$ cat config.mk
export PLATFORM = sky130hd
export DESIGN_NAME = pg_rca_seq_adder
export DESIGN_NICKNAME = d
export VERILOG_FILES = /design/src/rtl/pg_rca_seq_pkg.sv /design/src/rtl/pg_rca4_cin.sv /design/src/rtl/pg_rca_seq_adder.sv
export SDC_FILE = /design/constraint.sdc
export NUM_CORES = 1
export LEC_CHECK = 0
export ABC_AREA = 0
export CAP_MARGIN = 20
export CORE_ASPECT_RATIO = 1.1
export CORE_UTILIZATION = 45
export CTS_BUF_LIST = sky130_fd_sc_hd__clkbuf_8
export CTS_CLUSTER_SIZE = 20
export DETAILED_ROUTE_END_ITERATION = 10
export PLACE_DENSITY = 0.72
export SLEW_MARGIN = 20
export SYNTH_ARGS = -nofsm -noshare
export SYNTH_HDL_FRONTEND = slang
export SYNTH_HIERARCHICAL = 1
export SYNTH_SLANG_ARGS = --single-unit
$ cat constraint.sdc
create_clock -name clk -period 4.1 [get_ports clk]
set_input_delay 0.615 -clock clk [delete_from_list [all_inputs] [get_ports clk]]
set_output_delay 0.615 -clock clk [all_outputs]
set_load 0.005 [all_outputs]
$ cat src/rtl/pg_rca_seq_pkg.sv
// pg_rca_seq_pkg: shared states, slice width and index sizing for the nibble-serial adder
package pg_rca_seq_pkg;
    typedef enum logic [1:0] {IDLE, RUN, DONE} state_e;
    localparam int SLICE_W = 4;
    function automatic int idx_w(input int nslice);
        return (nslice > 1) ? $clog2(nslice) : 1;
    endfunction
endpackage

$ cat src/rtl/pg_rca4_cin.sv
// pg_rca4_cin: combinational 4-bit propagate/generate ripple-carry slice with carry-in
module pg_rca4_cin (
    input  logic [3:0] a_i,
    input  logic [3:0] b_i,
    input  logic       cin_i,
    output logic [3:0] sum_o,
    output logic       cout_o
);
    logic [3:0] p, g;
    logic c1, c2, c3;
    assign p = a_i ^ b_i;
    assign g = a_i & b_i;
    assign c1 = g[0] | (p[0] & cin_i);
    assign c2 = g[1] | (p[1] & c1);
    assign c3 = g[2] | (p[2] & c2);
    assign cout_o = g[3] | (p[3] & c3);
    assign sum_o = p ^ {c3, c2, c1, cin_i};
endmodule

$ cat src/rtl/pg_rca_seq_adder.sv
// pg_rca_seq_adder: WIDTH-bit unsigned adder reusing one 4-bit slice, one nibble per clock, LSB first
module pg_rca_seq_adder
    import pg_rca_seq_pkg::*;
#(
    parameter int WIDTH = 16
) (
    input  logic             clk,
    input  logic             rst,
    input  logic             in_valid,
    output logic             in_ready,
    input  logic [WIDTH-1:0] a,
    input  logic [WIDTH-1:0] b,
    output logic             out_valid,
    input  logic             out_ready,
    output logic [WIDTH:0]   out,
    output logic             busy
);
    localparam int NSLICE = WIDTH / SLICE_W;
    localparam int IW = idx_w(NSLICE);
    state_e state_q, state_d;
    logic [WIDTH-1:0] a_q, a_d, b_q, b_d;
    logic [WIDTH:0] res_q, res_d;
    logic carry_q, carry_d;
    logic [IW-1:0] idx_q, idx_d;
    logic [3:0] sum;
    logic cout;
    int base;
    assign base = SLICE_W * int'(idx_q);
    pg_rca4_cin u_slice (
        .a_i(a_q[base +: SLICE_W]),
        .b_i(b_q[base +: SLICE_W]),
        .cin_i(carry_q),
        .sum_o(sum),
        .cout_o(cout)
    );
    always_comb begin
        state_d = state_q;
        a_d = a_q;
        b_d = b_q;
        res_d = res_q;
        carry_d = carry_q;
        idx_d = idx_q;
        case (state_q)
            IDLE: if (in_valid) begin
                a_d = a;
                b_d = b;
                res_d = '0;
                carry_d = 1'b0;
                idx_d = '0;
                state_d = RUN;
            end
            RUN: begin
                res_d[base +: SLICE_W] = sum;
                carry_d = cout;
                idx_d = idx_q + 1'b1;
                if (idx_q == IW'(NSLICE - 1)) begin
                    res_d[WIDTH] = cout;
                    state_d = DONE;
                end
            end
            DONE: if (out_ready) state_d = IDLE;
            default: state_d = IDLE;
        endcase
    end
    always_ff @(posedge clk or posedge rst) begin
        if (rst) begin
            state_q <= IDLE;
            a_q <= '0;
            b_q <= '0;
            res_q <= '0;
            carry_q <= 1'b0;
            idx_q <= '0;
        end else begin
            state_q <= state_d;
            a_q <= a_d;
            b_q <= b_d;
            res_q <= res_d;
            carry_q <= carry_d;
            idx_q <= idx_d;
        end
    end
    assign in_ready = state_q == IDLE;
    assign out_valid = state_q == DONE;
    assign busy = state_q != IDLE;
    assign out = res_q;
endmodule

# After elaboration in Yosys (flattened, before gate mapping)

Cells that the tools add are included.

Bits in registers: 54
Output and inout bits: 20
Logic and storage cells: 47

Add/subtract/negate cells: 2
Equality and inequality tests: 6
Shifts and indexed selects: 4
Muxes and demuxes: 12
Bitwise logic cells: 11
Reductions and logical operators: 6

Operator list:

| kind                      | count |
|---|---|
| $pmux W17 S2              | 1 |
| $neg A4 Y33               | 1 |
| $shift A4 B33 Y17 const A | 1 |
| $shiftx A4 B33 Y17        | 1 |
| $shiftx A16 B5 Y4         | 2 |
| $bwmux W17                | 1 |
| $mux W17                  | 1 |
| $mux W2                   | 4 |
| $xor A4 B4 Y4             | 2 |
| $pmux W2 S3               | 1 |
| $and A1 B1 Y1             | 4 |
| $and A4 B4 Y4             | 1 |
| $eq A2 B2 Y1 const B      | 2 |
| $ne A2 B2 Y1 const B      | 2 |
| $or A1 B1 Y1              | 4 |
| $pmux W2 S2               | 1 |
| $reduce_and A2 Y1         | 2 |
| $reduce_bool A2 Y1        | 2 |
| $reduce_and A3 Y1         | 1 |
| $add A2 B1 Y2 const B     | 1 |
| $eq A2 B1 Y1 const B      | 1 |
| $logic_not A2 Y1          | 1 |
| $mux W1                   | 2 |
| $ne A2 B1 Y1 const B      | 1 |
| $pmux W1 S2               | 1 |

# Longest topological paths before layout

Gate-level depths: netlist (run 1).

Depth after elaboration: 13
Mapped depth: 12
Depth with buffers taken out: 11

# Modules after synthesis

Netlist (run 1), hierarchy kept.

By module, submodules not included:

| module           | times used | cells an instance | area an instance (µm²) | sequential area each (µm²) |
|---|---|---|---|---|
| pg_rca_seq_adder | 1          | 164               | 2560.0                 | 1351.3 |
| pg_rca4_cin      | 1          | 14                | 117.6                  | 0.0 |

# Worst setup path after synthesis (run 1)

OpenSTA, ideal clock, no wires.

Path kind: flip-flop to flip-flop
From: register idx_q[0]
To: register res_q[11], in the netlist out[11]
Setup time: 0.065 ns
Arrival time: 2.931 ns
Data required time: 4.035 ns
Slack: 1.104 ns
Cell stages (with the launch flop): 12
Buffers on the path: 1
Clock period less this slack: 2.996 ns
Cells stage by stage: dfrtp_1 buf_2 mux4_2 inv_1 fa_1 inv_1 fa_1 fa_1 inv_1 fa_1 inv_1 a22o_1

Longest elaborated chain between the ends: 12
Elaborated cells between the ends (all ways): 16
Classes of those cells: 1 x add/sub; 4 x shift; 2 x mux; 9 x bitwise

RTL lines:

| item                                        | RTL line                                       | source |
|---|---|---|
| start: declaration                          | pg_rca_seq_adder.sv:24                         | `logic [IW-1:0] idx_q, idx_d;` |
| start signal: assignment                    | pg_rca_seq_adder.sv:79                         | `idx_q <= idx_d;` |
| $shiftx A16 B5 Y4, on equally long branches | pg_rca_seq_adder.sv:30, pg_rca_seq_adder.sv:31 |  |
| $xor A4 B4 Y4                               | pg_rca4_cin.sv:11                              | `assign p = a_i ^ b_i;` |
| $and A1 B1 Y1                               | pg_rca4_cin.sv:13                              | `assign c1 = g[0] \| (p[0] & cin_i);` |
| $or A1 B1 Y1                                | pg_rca4_cin.sv:13                              |  |
| $and A1 B1 Y1                               | pg_rca4_cin.sv:14                              | `assign c2 = g[1] \| (p[1] & c1);` |
| $or A1 B1 Y1                                | pg_rca4_cin.sv:14                              |  |
| $and A1 B1 Y1                               | pg_rca4_cin.sv:15                              | `assign c3 = g[2] \| (p[2] & c2);` |
| $or A1 B1 Y1                                | pg_rca4_cin.sv:15                              |  |
| $xor A4 B4 Y4 (*)                           | pg_rca4_cin.sv:17                              | `assign sum_o = p ^ {c3, c2, c1, cin_i};` |
| via sum[3]                                  | pg_rca_seq_adder.sv:25                         | `logic [3:0] sum;` |
| $shiftx A4 B33 Y17 (*)                      | pg_rca_seq_adder.sv:53                         | `res_d[base +: SLICE_W] = sum;` |
| $bwmux W17 (*)                              | pg_rca_seq_adder.sv:53                         |  |
| $pmux W17 S2 (*)                            | pg_rca_seq_adder.sv:43                         | `case (state_q)` |
| end signal: assignment                      | pg_rca_seq_adder.sv:77                         | `res_q <= res_d;` |
| end: declaration                            | pg_rca_seq_adder.sv:22                         | `logic [WIDTH:0] res_q, res_d;` |

Mark *: on every way through the listed nets, which the timed path passes. The rest lies on a longest branch.
A chain may end at the register's enable or synchronous reset.

# Worst setup path after layout (run 1)

From: register idx_q[0]
To: register res_q[15], in the netlist out[15]

Same word-level chain as after synthesis.

==> impl_metrics.ini, run 1 <==
[clock_network]
cts.sinks = 54
cts_root_buffer = clkbuf_8
cts.repair.resized = 0
clkTransAtPathRegs_ns = 0.10
htreeDepth = 2
cts_tree = done
insertion_delay_ns = 0.30
post_cts_buffers = 0
numCtsBuffers = 5
cts_hold_buffers = 0
clockBufferDepth = 2

[setup_path]
worstPathRequired_ns = 4.34
path_class = reg2reg
cp_cell_sequence = mux4_2 > inv_1 > fa_1 > inv_1 > fa_1 > fa_1 > inv_1 > fa_1 > inv_1 > a22o_1
cpPeakStageDelay_ns = 0.64
arrival_ns = 3.32
path_buf_inv = 4
cp_max_fo = 12
r2r_cells = 10
start_kind = register
crit_path_end_kind = register
crit_cells = 10
critPathTopFamily = adder cells
slowest_stage = dfrtp_1

[synthesis]
synthCells = 178
netlist_area_um2 = 2678
yosys_warnings = 6
ys_seq_area_share_pct = 50.47
synth_seq_cells = 54
syn-num-nets = 223
synth_cell_types = 32
synth.avg_cell_area_um2 = 15.04

[timing]
fin_worst_skew_ns = 0.004521
rsz0062_at_grt = no
relSlewSlack_pct = 40.01
hold_ws_ns = 0.5100
fin_crit_ns = 3.077
drv_slew = 0
setup_violations = 0
fin_setup_tns_ns = 0
max_freq_mhz = 325.0
tightest_slew_ns = 0.8988
fin_crit_sh_pct = 75.05
final_hold_viol_count = 0

[power]
p_total_w = 0.002751
vdd_drop_max_uv = 382.0
leakage_nw = 1.511
powerDensity_nw_per_um2 = 816.5

[final_layout]
diodes = 0
num-fill-cells = 454
final_nets = 279
layout_commonest_cell = clkdlybuf4s50_1
fin_area_um2 = 3369
layout-drive-gt1-share_pct = 23.40
stdcell_count = 312
syn_to_final_growth_pct = 25.84
layout_common_cells = clkdlybuf4s50_1, dfrtp_1, mux2_4

[placement]
dp_cells = 304
port_buffers = 55
placed_area_um2 = 3252
dp_hpwl_um = 3622
place.gp.congestion = 0.7424

[drt]
wire_per_inst_um = 15.68
vias_per_cell = 5.074
routed_wl_um = 4891
ant_nets = 0
vias = 1583
first_pass_iters = 4
post-route-drc-count = 0
drt-initial-drc-count = 103

[floorplan]
io_pins = 56
core_area_um2 = 5769
dieArea_um2 = 6263
row_count = 29
die_w_um = 75.55
initial_core_util_pct = 46.41
die_h_um = 82.90

[outcome]
outcome = complete, no violations

[global_routing]
grtUsageTotal_pct = 17.71
gr-usage-met1_pct = 25.04
grt_pass1_vias = 1713
grt_use_met3_pct = 2.791
met2_usage_pct = 28.81
grt_start_max_net_pins = 55
grt_antenna_before_repair = 0
grt-ovfl-total = 0
grt_pass1_wl_um = 8459
grt.busiest_layer = met2

[worst_hold_path]
hold_class = reg2reg
holdPathStages = 1

[run]
max-cap-violations = 0
cell families (layout without fill, tap and decap cells):
family | count (synthesis) | in the layout | share of synthesized area [%]
fa+ha+maj | 9 | 9 | 5.327
compound gates | 28 | 28 | 8.505
buf+inv | 22 | 79 | 5.281
mux | 41 | 41 | 24.77
flops | 54 | 54 | 50.47
simple gates | 24 | 24 | 5.654
worst register-to-register path, delay by kind of cell, from the launching register on:
family                     cells  cell delay (ns)
adders and majority gates      4             1.32
DFF                            1             0.64
muxes                          1             0.57
buffers and inverters          4             0.34
AOI/OAI and AO/OA              1             0.15
final timing paths:
path	start	to	slack, ns
worst max-delay path	idx_q[0]	out[15]	1.02
worst min-delay path	out[4]	out[4]	0.51
worst max register to register	idx_q[0]	out[15]	1.02
worst min register to register	out[4]	out[4]	0.51
max in group asynchronous	rst	out[5]	2.78
min in group asynchronous	rst	b_q[5]	0.78
routing by layer:
metal / wire length (um) / part of all wire [%]
met1: 2253 / 46
met2: 2461 / 50
met3: 133 / 2.7
met4: 42 / 0.86
met5: 0 / 0
cells in the mapped netlist, drive strengths merged:
master	count	share of area, %
a21o	5	1.4
a21oi	1	0.19
a22o	16	5.2
a32o	1	0.37
a32oi	1	0.33
and2	1	0.23
and4b	2	0.75
buf	6	3.0
clkbuf	2	0.28
dfrtp	54	50
fa	4	3.0
ha	5	2.3
inv	14	2.0
mux2	32	18
mux2i	1	0.37
mux4	8	6.7
nand2	5	0.70
nand2b	4	0.93
nand3	1	0.19
nor2	2	0.28
nor2b	3	0.70
nor3	1	0.37
nor3b	3	0.84
o21ai	2	0.37
o21bai	1	0.28
o2bb2ai	1	0.33
or2	1	0.33
or3b	1	0.33
report_power, final:
group          switching [W]  internal, W  leakage (nW)
clock network       0.000181     0.000185        0.0587
registers           0.000204     0.000771         0.675
logic               0.000611     0.000799         0.778
state kept, by name, summed over array words and instances, names as in the netlist:
signal	count
out	17
a_q	16
b_q	16
idx_q	2
state_q	2
carry_q	1
area by class of cell:
type | count | area, um^2 | share of cell area [%]
Sequential cell | 54 | 1351 | 40.10
Inverter | 14 | 53.80 | 1.597
Timing Repair Buffer | 57 | 565.5 | 16.78
Clock inverter | 3 | 47.55 | 1.411
Multi-Input combinational cell | 102 | 1186 | 35.20
Clock buffer | 5 | 68.82 | 2.042
Tap cell | 77 | 96.34 | 2.859
stage by stage:
step                setup WS (ns)  utilization, %
floorplan                   1.104               -
global placement            1.111           56.37
detailed placement          1.038           56.37
CTS                         1.023           58.38
global route               0.8372           58.40
finish                      1.023           58.40
Note: power is estimated with default switching activity, not from simulation.
==> run 2, diff against run 1 <==
PLACE_DENSITY = 0.75   (was 0.72)
clock period = 2.7 ns   (was 4.1 ns; I/O delays follow)
==> run 2 against run 1 <==
Effect of this change:
- hold slack got worse by 0.033 ns
- clock power is 42% higher
- die area unchanged
- largest cell class unchanged
- global-route usage hardly changed
==> impl_metrics.ini, run 2 (synthesized netlist as in run 1, its figures left out) <==
[global_routing]
grt_antenna_before_repair = 0
grt_pass1_vias = 1720
grt_start_max_net_pins = 33
grt-ovfl-total = 0
grt_pass1_wl_um = 8369
grtUsageTotal_pct = 17.73

[power]
p_sw_share_pct = 35.42
p_switching_w = 0.001500
powerDensity_nw_per_um2 = 1239
p_total_w = 0.004235
leakage_nw = 1.534
vdd_drop_max_uv = 493.9
power_frac_clock_pct = 12.3
pwr-share-seq_pct = 34.2
combPwrFrac_pct = 53.5
p_int_w = 0.002735

[drt]
vias_per_cell = 5.032
vias = 1590
first_pass_iters = 4
ant_nets = 0
post-route-drc-count = 0
dr_wl_met3_um = 176
met1_length_um = 2229
wire_per_inst_um = 15.67
drt-initial-drc-count = 62
wl_met2_um = 2485
top_layer = met4
routed_wl_um = 4952

[placement]
dp_hpwl_um = 3790
dp_cells = 307
place.gp.congestion = 0.7656
port_buffers = 55

[worst_hold_path]
hold_class = in2async

[floorplan]
row_count = 29
die_h_um = 82.90
die_w_um = 75.55
initial_core_util_pct = 46.41
io_pins = 56
dieArea_um2 = 6263
core_area_um2 = 5769

[setup_path]
worstPathRequired_ns = 2.95
crit_top_cell = inv_2
arrival_ns = 2.92
cp_max_fo = 5
cpPeakStageDelay_ns = 0.52
critPathTopFamily = adder cells
path_buf_inv = 4
cp_cell_sequence = mux4_2 > inv_2 > fa_1 > inv_1 > fa_2 > fa_2 > inv_2 > fa_1 > inv_2 > a22o_1
crit_path_end_kind = register
slowest_stage = mux4_2
path_class = reg2reg
start_kind = register

[clock_network]
cts_root_buffer = clkbuf_8
htreeDepth = 2
cts.sinks = 54
insertion_delay_ns = 0.31
clockBufferDepth = 2
numCtsBuffers = 5
clkTransAtPathRegs_ns = 0.09
cts_tree = done

[timing]
final_hold_viol_count = 0
drv_slew = 0
max_freq_mhz = 374.2
fin_crit_sh_pct = 98.99
tightest_slew_ns = 0.5885
rsz0062_at_grt = yes
relSlewSlack_pct = 60.71
fin_crit_ns = 2.673
setup_violations = 0
fin_worst_skew_ns = 0.008434

[final_layout]
diodes = 0
stdcell_count = 316
num-fill-cells = 460
finish.utilization_pct = 59.27
largest_register_ffs = 17
layout_common_cells = clkdlybuf4s50_1, dfrtp_1, mux2_4
layout_commonest_cell = clkdlybuf4s50_1
layout-drive-gt1-share_pct = 26.78
syn_to_final_growth_pct = 27.71
final_nets = 283

[outcome]
outcome = complete, no violations

[run]
max-cap-violations = 0
## run 2: layer usage
layer  vias to the layer above  global-route usage, %
met5                         -                      0
met1                       782                  24.53
li1                        756                      -
met4                         0                  4.545
met3                         6                  3.883
met2                        46                  28.17
## run 2: worst paths after layout
kind                            cells after the start        to      from  slack (ns)
worst max-delay path                               10    out[7]  idx_q[0]        0.03
worst max register to register                     10    out[7]  idx_q[0]        0.03
min in group clk                                    1    out[8]    out[8]        0.50
worst min-delay path                                2    out[1]       rst        0.48
worst min register to register                      1    out[8]    out[8]        0.50
max in group asynchronous                           3  idx_q[0]       rst        1.67
## run 2: stage by stage
| stage | instance area (um^2) | setup slack (ns) | hold WS, ns | TNS (ns) |
|---|---|---|---|---|
| floorplan | 2690 | -0.05149 | 0.4660 | -0.1844 |
| global placement | 3306 | 0.06820 | 0.4759 | 0 |
| detailed placement | 3306 | -0.001935 | 0.4873 | -0.001935 |
| CTS | 3420 | 0.003003 | 0.4891 | 0 |
| global route | 3420 | -0.09904 | 0.5051 | -0.4174 |
| finish | 3420 | 0.02731 | 0.4773 | 0 |
## run 2: layout make-up
cell class / instances / area [um^2] / share of cell area [%]
clock buffers: 5 / 68.82 / 2.012
inverters: 14 / 52.55 / 1.537
multi-input cells: 102 / 1191 / 34.83
flip-flops and latches: 54 / 1353 / 39.55
well taps: 77 / 96.34 / 2.817
clock inverters: 3 / 37.54 / 1.098
repair buffers: 61 / 620.6 / 18.15
## run 2: power by group through the flow
stage | Clock, W | Sequential, W | Combinational (W)
floorplan | 0 | 0.00135 | 0.00174
global placement | 0 | 0.00147 | 0.00220
detailed placement | 0 | 0.00147 | 0.00227
CTS | 0.000537 | 0.00145 | 0.00229
global route | 0.000568 | 0.00150 | 0.00248
finish | 0.000522 | 0.00145 | 0.00227
## run 2: timing repair
action	4_1_cts	5_1_grt
hold buffers	0	0
pin swaps	0	2
endpoints found under the setup margin	5	5
resized for setup	1	1
cloned	0	0
buffers inserted	1	0
==> run 3, diff against run 2 <==
clock period = 2.36 ns   (was 2.7 ns; I/O delays follow)
==> run 3 against run 2 <==
Effect of this change:
- the flow now finishes with violations (negative setup slack)
- combinational power is 25% higher
- critical path depth stayed put
- design area is 3.8% higher
- global-route usage is 0.068 points higher
- sequential power is 12% higher
- maximum frequency is 0.55% lower
- total power is 20% higher
- final cell count is 5.4% higher
- sequential share of layout area is 1.5 points lower
- hold slack worse by 0.065 ns
- sequential cell count stayed put
==> impl_metrics.ini, run 3 (synthesized netlist as in run 1, its figures left out) <==
[floorplan]
initial_core_util_pct = 46.41
die_w_um = 75.55
die_h_um = 82.90
row_count = 29
io_pins = 56
core_area_um2 = 5769
dieArea_um2 = 6263

[final_layout]
layout-drive-gt1-share_pct = 31.64
largest_register_ffs = 17
syn_to_final_growth_pct = 32.62
diodes = 0
layout_common_cells = clkdlybuf4s50_1, dfrtp_1, mux2_4
fin_area_um2 = 3551
final_nets = 300
stdcell_count = 333
layout_commonest_cell = clkdlybuf4s50_1

[placement]
placed_area_um2 = 3433
dp_cells = 324
place.gp.congestion = 0.7796
port_buffers = 55
dp_hpwl_um = 3887

[clock_network]
htreeDepth = 2
clockBufferDepth = 2
cts.sinks = 54
numCtsBuffers = 5
post_cts_buffers = 0
cts_tree = done
insertion_delay_ns = 0.30
clkTransAtPathRegs_ns = 0.10
cts_root_buffer = clkbuf_8
cts_hold_buffers = 0
cts.repair.resized = 0

[timing]
final_hold_viol_count = 0
drv_slew = 0
rsz0062_at_grt = yes
fin_crit_ns = 2.687
max_freq_mhz = 372.1
hold_ws_ns = 0.4119
fin_crit_sh_pct = 113.9
relSlewSlack_pct = 64.16
tightest_slew_ns = 0.5368
setup_violations = 7
fin_worst_skew_ns = 0.003925
fin_ws_ns = -0.3274

[outcome]
violations = negative setup slack
outcome = complete, but fails checks

[drt]
post-route-drc-count = 0
routed_wl_um = 5052
ant_nets = 0
first_pass_iters = 6
vias = 1701
wire_per_inst_um = 15.17
drt-initial-drc-count = 104
vias_per_cell = 5.108

[power]
powerDensity_nw_per_um2 = 1426
vdd_drop_max_uv = 707.3
p_total_w = 0.005062
leakage_nw = 1.614

[worst_hold_path]
hold_class = in2async

[setup_path]
r2r_end = out[7]
start_kind = register
crit_path_end_kind = register
path_class = reg2reg
r2r_slack_ns = -0.33
worstPathRequired_ns = 2.60
r2r_cells = 10
arrival_ns = 2.93
reg2reg_from = idx_q[0]
cp_max_fo = 4

[global_routing]
grt_pass1_wl_um = 8487
grt_pass1_vias = 1790
grtUsageTotal_pct = 17.80
grt-ovfl-total = 0
grt_start_max_net_pins = 32
grt_antenna_before_repair = 0

[run]
max-cap-violations = 0
==> run 3: final cells by class <==
| class | count | area, um^2 |
|---|---|---|
| Sequential cell | 54 | 1353 |
| Tap cell | 77 | 96.34 |
| Timing Repair Buffer | 78 | 748.2 |
| Multi-Input combinational cell | 102 | 1191 |
| Clock buffer | 5 | 68.82 |
| Fill cell | 463 | 2218 |
| Clock inverter | 3 | 41.29 |
| Inverter | 14 | 52.55 |
==> run 3: how the worst max path moves through the flow <==
stage                   from      end  slack, ns  depth (start not counted)
global placement    idx_q[0]  out[11]      -0.27                         10
finish              idx_q[0]   out[7]      -0.33                         10
detailed placement  idx_q[0]  out[11]      -0.31                         10
floorplan           idx_q[0]  out[11]      -0.39                         11
global route        idx_q[0]   out[3]      -0.45                         10
CTS                 idx_q[0]   out[7]      -0.33                         10
==> run 3: metal layers <==
metal  GRT usage, %  up-vias  routed length [um]
met5              0        -                   0
met4          3.030        0                  32
met3          3.641        4                 171
met2          28.41       52                2491
met1          25.43      843                2357
li1               -      802                   -
==> run 3: per-stage QoR <==
stage	TNS [ns]	utilization (%)	worst slack [ns]
2_1_floorplan	-2.281	-	-0.3915
3_3_place_gp	-1.383	59.51	-0.2694
3_5_place_dp	-1.571	59.51	-0.3070
4_1_cts	-1.729	61.42	-0.3347
5_1_grt	-2.745	61.55	-0.4494
6_report	-1.669	61.55	-0.3274
==> run 3: worst max-delay path, stage by stage, from the launching register on <==
cell and delay [ns]:
dfrtp_2 0.43, mux4_2 0.52, inv_2 0.08, fa_1 0.16, inv_1 0.05, fa_2 0.33, fa_2 0.34, inv_2 0.06
fa_1 0.42, inv_2 0.09, a22o_1 0.13
==> run 3: power breakdown <==
| group | internal (W) | switching (W) | leakage, nW | total, W |
|---|---|---|---|---|
| sequential | 0.00134 | 0.000280 | 0.673 | 0.00162 |
| clock | 0.000313 | 0.000299 | 0.0556 | 0.000612 |
| combinational | 0.00164 | 0.00119 | 0.885 | 0.00283 |
